File: src/rtl/avalon_mm_arbiter.sv
// rtl/avalon_mm_arbiter.sv - round-robin Avalon-MM arbiter with read-owner tag FIFO
module avalon_mm_arbiter #(
    parameter int N_MASTERS   = 2,
    parameter int DATA_WIDTH  = 16,
    parameter int ADDR_WIDTH  = 16,
    parameter int MAX_PENDING = 4
) (
    input  logic                               clk_i,
    input  logic                               rst_n_i,
    input  logic [N_MASTERS*ADDR_WIDTH-1:0]    m_address_i,
    input  logic [N_MASTERS*DATA_WIDTH-1:0]    m_writedata_i,
    input  logic [N_MASTERS*DATA_WIDTH/8-1:0]  m_byteenable_i,
    input  logic [N_MASTERS-1:0]               m_write_i,
    input  logic [N_MASTERS-1:0]               m_read_i,
    output logic [N_MASTERS-1:0]               m_waitrequest_o,
    output logic [DATA_WIDTH-1:0]              m_readdata_o,
    output logic [N_MASTERS-1:0]               m_readdatavalid_o,
    output logic [ADDR_WIDTH-1:0]              s_address_o,
    output logic [DATA_WIDTH-1:0]              s_writedata_o,
    output logic [DATA_WIDTH/8-1:0]            s_byteenable_o,
    output logic                               s_write_o,
    output logic                               s_read_o,
    input  logic                               s_waitrequest_i,
    input  logic [DATA_WIDTH-1:0]              s_readdata_i,
    input  logic                               s_readdatavalid_i,
    output logic                               err_o
);
    localparam int IDXW = $clog2(N_MASTERS);
    localparam int BEW  = DATA_WIDTH / 8;
    localparam int PW   = $clog2(MAX_PENDING);

    typedef enum logic {IDLE, LOCKED} state_t;

    state_t                state, state_nxt;
    logic [IDXW-1:0]       last, owner, winner, sel;
    logic [N_MASTERS-1:0]  req, elig;
    logic                  found, grant, cmd_rd, cmd_wr, accept;
    logic                  push, pop, fifo_full, fifo_empty, read_block;
    logic [IDXW-1:0]       tag_mem [MAX_PENDING];
    logic [PW-1:0]         wr_ptr, rd_ptr;
    logic [PW:0]           count;

    assign req        = m_read_i | m_write_i;
    assign fifo_full  = (count == (PW+1)'(MAX_PENDING));
    assign fifo_empty = (count == '0);
    // a pop in this cycle frees a slot, so a read may be accepted alongside it
    assign read_block = fifo_full & ~s_readdatavalid_i;
    assign elig       = req & ~({N_MASTERS{read_block}} & m_read_i);

    always_comb begin : scan
        int j;
        j      = 0;
        found  = 1'b0;
        winner = '0;
        for (int k = 1; k <= N_MASTERS; k++) begin
            j = int'(last) + k;
            if (j >= N_MASTERS) j = j - N_MASTERS;
            if (!found && elig[j]) begin
                found  = 1'b1;
                winner = IDXW'(j);
            end
        end
    end

    assign sel    = (state == LOCKED) ? owner : winner;
    assign grant  = (state == LOCKED) | found;
    assign cmd_rd = grant & m_read_i[sel];
    assign cmd_wr = grant & m_write_i[sel];
    assign accept = (cmd_rd | cmd_wr) & ~s_waitrequest_i;
    assign push   = accept & cmd_rd;
    assign pop    = s_readdatavalid_i & ~fifo_empty;

    assign s_read_o       = cmd_rd;
    assign s_write_o      = cmd_wr;
    assign s_address_o    = m_address_i[int'(sel)*ADDR_WIDTH +: ADDR_WIDTH];
    assign s_writedata_o  = m_writedata_i[int'(sel)*DATA_WIDTH +: DATA_WIDTH];
    assign s_byteenable_o = m_byteenable_i[int'(sel)*BEW +: BEW];
    assign m_readdata_o   = s_readdata_i;

    always_comb begin
        m_waitrequest_o = '1;
        if (grant) m_waitrequest_o[sel] = s_waitrequest_i;
    end

    always_comb begin
        m_readdatavalid_o = '0;
        if (pop) m_readdatavalid_o[tag_mem[rd_ptr]] = 1'b1;
    end

    always_comb begin
        state_nxt = state;
        case (state)
            IDLE:    if ((cmd_rd | cmd_wr) && s_waitrequest_i) state_nxt = LOCKED;
            LOCKED:  if (accept) state_nxt = IDLE;
            default: state_nxt = IDLE;
        endcase
    end

    always_ff @(posedge clk_i or negedge rst_n_i) begin
        if (!rst_n_i) begin
            state <= IDLE;
            owner <= '0;
            last  <= IDXW'(N_MASTERS - 1);
        end else begin
            state <= state_nxt;
            if (state == IDLE && state_nxt == LOCKED) owner <= winner;
            if (accept) last <= sel;
        end
    end

    always_ff @(posedge clk_i or negedge rst_n_i) begin
        if (!rst_n_i) begin
            wr_ptr <= '0;
            rd_ptr <= '0;
            count  <= '0;
            err_o  <= 1'b0;
        end else begin
            if (push) wr_ptr <= wr_ptr + 1'b1;
            if (pop)  rd_ptr <= rd_ptr + 1'b1;
            count <= count + {{PW{1'b0}}, push} - {{PW{1'b0}}, pop};
            if (s_readdatavalid_i && fifo_empty) err_o <= 1'b1;
        end
    end

    always_ff @(posedge clk_i) begin
        if (push) tag_mem[wr_ptr] <= sel;
    end
endmodule

File: config.mk
export PLATFORM = sky130hd
export DESIGN_NAME = avalon_mm_arbiter
export DESIGN_NICKNAME = d
export VERILOG_FILES = /design/src/rtl/avalon_mm_arbiter.sv
export SDC_FILE = /design/constraint.sdc
export NUM_CORES = 1
export LEC_CHECK = 0
export ABC_CLOCK_PERIOD_IN_PS = 8460
export CORE_UTILIZATION = 32
export CTS_BUF_LIST = sky130_fd_sc_hd__clkbuf_8
export DETAILED_ROUTE_END_ITERATION = 16
export PLACE_DENSITY = 0.89
export SETUP_SLACK_MARGIN = 0.05
export SLEW_MARGIN = 20
export SYNTH_ARGS = -nofsm -noshare
export SYNTH_HDL_FRONTEND = slang
export SYNTH_SLANG_ARGS = --single-unit
File: constraint.sdc
create_clock -name clk_i -period 8.46 [get_ports clk_i]
set_input_delay 1.692 -clock clk_i [delete_from_list [all_inputs] [get_ports clk_i]]
set_output_delay 1.692 -clock clk_i [all_outputs]
set_load 0.01 [all_outputs]
# Yosys cells after proc, flatten, opt, wreduce, memory -nomap -nowiden
# Memories as Yosys holds them, arrays and structs flattened.
# Cells that the tools add are included.
word_totals:
  reg_bits: 11
  latchBits: 0
  mem_bits_rw: 4
  romBits: 0
  wordCells: 82
  mem_count: 1
classes:
  n_addsub: 8
  n_mul: 0
  div_mod_pow: 0
  n_lt_le_gt_ge: 8
  n_eq_ne: 1
  n_shift: 3
  muxes: 28
  n_bitwise: 18
  reduce_logical: 8
mem_list:
  columns: ["memory", "words", "word_bits", "rd", "rd_ports_with_merged_regs", "wr", "line_no", "text"]
  rows:
  - ["tag_mem", 4, 1, 1, 0, 1, "39", "logic [IDXW-1:0] tag_mem [MAX_PENDING];"]
op_table:
  columns: ["operator", "n"]
  rows:
  - ["$lt A32 B3 Y1 const B", 2]
  - ["$mux W32", 2]
  - ["$shiftx A32 B6 Y16", 2]
  - ["$mux W1", 21]
  - ["$and A1 B1 Y1", 6]
  - ["$logic_and A1 B1 Y1", 6]
  - ["$add A2 B1 Y2 const B", 2]
  - ["$and A2 B2 Y2", 2]
  - ["$lt A1 B2 Y1 const B", 2]
  - ["$mux W2", 2]
  - ["$not A1 Y1", 4]
  - ["$not A2 Y2", 2]
  - ["$or A2 B2 Y2", 2]
  - ["$shiftx A4 B3 Y2", 1]
  - ["$sub A3 B2 Y4 const B", 1]
  - ["$add A1 B2 Y3 const B", 1]
  - ["$add A3 B1 Y3", 1]
  - ["$eq A3 B3 Y1 const B", 1]
  - ["$ge A3 B2 Y1 const B", 1]
  - ["$logic_not A3 Y1", 1]
  - ["$sub A2 B2 Y3 const B", 1]
  - ["$sub A3 B1 Y3", 1]
  - ["$add A1 B1 Y2 const B", 1]
  - ["$demux W1 S1", 2]
  - ["5 further kinds", 7]

# Longest topological paths before layout
depth:
  depth_word: 21
  mapped_depth: 9
  depth_no_buf: 9

# Least setup slack after synthesis
# No wires, ideal clock.
synth_timing:
  kind: "input -> output"
  start: "in s_readdatavalid_i"
  end: "out s_writedata_o[14]"
  arrival_ns: 3.286
  required_time_ns: 6.768
  path_slack_ns: 3.482
  stages: 5
  n_path_buf: 1
  cell_sequence: "nor4b_2 a21oi_1 o41ai_4 buf_2 mux2_2"
synth_via:
  elab_chain_cells: 14
  elab_cells_between_ends: 18
  cone_classes: "shift (1); mux (10); bitwise (5); reduce/logical (2)"
synth_rtl:
  columns: ["element", "line_no", "text"]
  rows:
  - ["start: declaration", "25", "input logic s_readdatavalid_i,"]
  - ["$not A1 Y1 (*)", "47", "assign read_block = fifo_full & ~s_readdatavalid_i;"]
  - ["$and A1 B1 Y1 (*)", "47", null]
  - ["$and A2 B2 Y2 (*)", "48", "assign elig = req & ~({N_MASTERS{read_block}} & m_read_i);"]
  - ["$not A2 Y2 (*)", "48", null]
  - ["$and A2 B2 Y2 (*)", "48", null]
  - ["$mux W1 (not written as such) (3 in series)", "58", "if (!found && elig[j]) begin"]
  - ["$mux W1", "58", null]
  - ["$logic_not A1 Y1", "58", null]
  - ["$logic_and A1 B1 Y1", "58", null]
  - ["$mux W1 (*)", "58", null]
  - ["$mux W1 (*)", "65", "assign sel = (state == LOCKED) ? owner : winner;"]
  - ["net sel", "35", "logic [IDXW-1:0] last, owner, winner, sel;"]
  - ["$shiftx A32 B6 Y16 (*)", "76", "assign s_writedata_o = m_writedata_i[int'(sel)*DATA_WIDTH +: DATA_WIDTH];"]
  - ["end: declaration", "19", "output logic [DATA_WIDTH-1:0] s_writedata_o,"]
# The timed path passes the listed nets; every way through them passes the cells marked *. The select of a mux whose other input is x is not followed.

# Worst setup path in the final report
layout_timing:
  start: "in s_readdatavalid_i"
  end: "out s_address_o[7]"
layout_via:
  elab_chain_cells: 14
  elab_cells_between_ends: 18
  cone_classes: "shift (1); mux (10); bitwise (5); reduce/logical (2)"
layout_rtl:
  columns: ["element", "line_no", "text"]
  rows:
  - ["$not A1 Y1 (*)", "47", null]
  - ["$and A1 B1 Y1 (*)", "47", null]
  - ["$and A2 B2 Y2 (*)", "48", null]
  - ["$not A2 Y2 (*)", "48", null]
  - ["$and A2 B2 Y2 (*)", "48", null]
  - ["$mux W1 (not written as such) (3 in series)", "58", null]
  - ["$mux W1", "58", null]
  - ["$logic_not A1 Y1", "58", null]
  - ["$logic_and A1 B1 Y1", "58", null]
  - ["$mux W1 (*)", "58", null]
  - ["$mux W1 (*)", "65", null]
  - ["$shiftx A32 B6 Y16 (*)", "75", "assign s_address_o = m_address_i[int'(sel)*ADDR_WIDTH +: ADDR_WIDTH];"]
  - ["end: declaration", "18", "output logic [ADDR_WIDTH-1:0] s_address_o,"]
# Mark *: on every way between the ends. The rest lies on a longest branch, timed or not. The select of a mux whose other input is x is not followed.

==> flow_metrics.env <==
export IMPL_gp_congestion=0.773
export IMPL_clockBufferDepth=2
export IMPL_numCtsBuffers=3
export IMPL_ant_nets=0
export IMPL_switching_share=0.355
export IMPL_stdcell_area_um2=2550
export IMPL_cp_max_fo=27
export IMPL_ctsResizeCount=0
export IMPL_synth_fp_nets=234
export IMPL_fillers=350
export IMPL_p_switching_uw=211
export IMPL_finalHoldViolCount=0
export IMPL_std_cell_rows=23
export IMPL_cts_tree="done"
export IMPL_cp_data_arrival_time_ns=4.38
export IMPL_p_total_uw=595
export IMPL_grt_max_degree=28
export IMPL_synth_seq_area_share=0.283
export IMPL_synth_area_per_cell_um2=10.4
export IMPL_p_int_uw=384
export IMPL_drc_errors=0
export IMPL_finClkSkew_ns=0.00256
export IMPL_clk_latency_ns=0.25
export IMPL_antenna_cells=0
export IMPL_p_per_area_nw_per_um2=234
export IMPL_cts_root_buffer="clkbuf_8"
export IMPL_area_growth_pct=81.5
export IMPL_crit_type="primary input to output pin"
export IMPL_drt_pass1_iterations=4
export IMPL_cts_sinks=15
export IMPL_fp_dieW_um=68.2
export IMPL_post_route_period_util=0.718
export IMPL_hold_ws_ns=0.476
export IMPL_yosysWarnings=0
export IMPL_clockPowerShare=0.102
export IMPL_netlist_area_um2=1400
export IMPL_worst_setup_path_start_kind="primary input"
export IMPL_synth_cell_type_count=29
export IMPL_final_core_util=0.619
export IMPL_hpwl_mm=3.41
export IMPL_htree_levels=1
export IMPL_yosys_register_bits=15
export IMPL_hold_path_depth=1
export IMPL_synthTopCellsByArea="mux2_2, dfrtp_1, buf_4"
export IMPL_totalWireLength_mm=4.12
export IMPL_ios=149
export IMPL_initial_utilization=0.341
export IMPL_grt_pass1_wl_mm=5.86
export IMPL_nets=336
export IMPL_slew_viol_final=0
export IMPL_drt_initial_drc_count=35
export IMPL_pwr_share_comb=0.673
export IMPL_hold_buffers=0
export IMPL_synth_area_leader_cell="mux2_2"
export IMPL_cts_setup_buffers=0
export IMPL_status="completed"
export IMPL_drive_gt1_frac=0.199
export IMPL_core_region_area_um2=4120
export IMPL_synth_top_area_frac=0.297
export IMPL_post_place_ws_ns=2.38
export IMPL_seq_power_share=0.225
export IMPL_path_clk_slew_ns=0.07
export IMPL_worstMarginPinSlew_ns=0.611
export IMPL_reg2regPathDepth=10
export IMPL_p_leak_nw=1.01
export IMPL_grt_use_total=0.167
export IMPL_stdcell_count=286
export IMPL_rsz0062_at_grt="false"
export IMPL_fp_dieH_um=68.2
export IMPL_synthCells=135
export IMPL_end_kind="output pin"
export IMPL_clock_fmax_mhz=165
export IMPL_setup_viol=0
export IMPL_grt_pass1_vias=1340
export IMPL_grt_overflow_total=0
export IMPL_holdCritPathClass="register to register"
export IMPL_avgRoutedWirePerCell_um=14.4
export IMPL_slew_headroom=0.581
export IMPL_port_buffer_count=116
export IMPL_vias=1366
export IMPL_die_area_um2=4660
export IMPL_cap_violations=0
export IMPL_fin_crit_ns=6.07
export IMPL_fin_setup_tns_ns=0
export IMPL_dpl_instance_area_um2=2500
export IMPL_ir_drop_mv=0.0944
export IMPL_antenna_found_initial=0
export IMPL_setup_slack_ns=2.39
export IMPL_cp_required_ns=6.77
export IMPL_vias_per_cell=4.78
export IMPL_placed_cells=282
-- power groups by stage --
| stage | clock, mW | sequential (mW) | combinational, mW |
|---|---|---|---|
| after floorplan | 0 | 0.129 | 0.233 |
| after global placement | 0 | 0.134 | 0.393 |
| after detailed placement | 0 | 0.136 | 0.402 |
| after CTS | 0.0620 | 0.134 | 0.406 |
| after global routing | 0.0641 | 0.138 | 0.435 |
| final | 0.0608 | 0.134 | 0.400 |
-- cells in the final DEF, fill, tap and decap left out --
cell type / Yosys / final
clkdlybuf4s50_1: 0 / 116
fa_1: 1 / 1
nand2_1: 4 / 4
and2_1: 2 / 2
dfstp_2: 1 / 1
o311a_1: 2 / 2
dfrtp_1: 10 / 10
ha_1: 6 / 6
clkbuf_8: 0 / 3
nand3_1: 1 / 1
clkinvlp_4: 0 / 1
xor2_1: 1 / 1
o211ai_1: 1 / 1
mux4_2: 1 / 1
nor3_1: 2 / 2
nor4b_2: 1 / 1
o21ai_0: 2 / 2
o31a_1: 1 / 1
a21oi_1: 3 / 3
o41ai_4: 1 / 1
mux2_2: 37 / 37
buf_4: 16 / 2
a21o_1: 1 / 1
inv_1: 13 / 13
edfxtp_1: 4 / 4
xnor2_1: 4 / 4
nor2_1: 9 / 9
nand2b_1: 2 / 2
mux2i_1: 3 / 3
a31oi_1: 1 / 1
-- registers in the layout (all words and copies together), names as in the netlist --
register / cells
tag_mem: 4
last: 1
err_o: 1
owner: 1
count: 3
rd_ptr: 2
wr_ptr: 2
state: 1
-- final cells by class --
cell class	count	area, um2	area share
inverters	13	48.8	0.0192
well taps	50	62.6	0.0246
clock buffers	3	41.3	0.0162
clock inverters	1	7.51	0.00295
multi-input cells	86	815	0.320
flip-flops and latches	15	397	0.156
repair buffers	118	1180	0.462
-- critical path, stage by stage --
cell	delay [ns]
clkdlybuf4s50_1	0.45
nor4b_2	0.44
a21oi_1	0.18
o41ai_4	0.37
buf_4	0.37
mux2_2	0.38
clkdlybuf4s50_1	0.49
-- worst paths after layout --
| kind | from | end | slack (ns) |
|---|---|---|---|
| max | s_readdatavalid_i | s_address_o[7] | 2.39 |
| min | err_o$_DFFE_PN0P_ | err_o$_DFFE_PN0P_ | 0.48 |
| max reg2reg | count[0]$_DFF_PN0_ | count[2]$_DFF_PN0_ | 4.94 |
| min reg2reg | err_o$_DFFE_PN0P_ | err_o$_DFFE_PN0P_ | 0.48 |
| max in group asynchronous | rst_n_i | last$_DFFE_PN1P_ | 6.34 |
| min in group asynchronous | rst_n_i | count[1]$_DFF_PN0_ | 1.77 |
-- logic make-up (layout without fill, tap and decap cells) --
group	count (synthesis)	after routing	share of synthesized area
DFF	15	15	0.283
muxes	41	41	0.334
xor gates and xnor gates	5	5	0.0312
and+or+nand+nor	21	21	0.0740
adders and majority gates	7	7	0.0677
AOI/OAI and AO/OA	12	12	0.0731
buffers and inverters	34	135	0.137
-- routing by layer --
metal / track usage / share of wire / wire length (um)
met5: 0 / 0 / 0
met4: 0.0234 / 0.00097 / 4
met3: 0.0500 / 0.066 / 273
met2: 0.299 / 0.53 / 2180
met1: 0.197 / 0.40 / 1670
-- synth_stat cells --
cell type,count
mux2_2,37
buf_4,16
inv_1,13
dfrtp_1,10
nor2_1,9
ha_1,6
buf_2,4
edfxtp_1,4
nand2_1,4
xnor2_1,4
a21oi_1,3
mux2i_1,3
and2_1,2
nand2b_1,2
nor3_1,2
o21ai_0,2
o311a_1,2
a21o_1,1
a31oi_1,1
clkbuf_1,1
dfstp_2,1
fa_1,1
mux4_2,1
nand3_1,1
nor4b_2,1
o211ai_1,1
o31a_1,1
o41ai_4,1
xor2_1,1
Note: power is estimated with default switching activity, not from simulation.
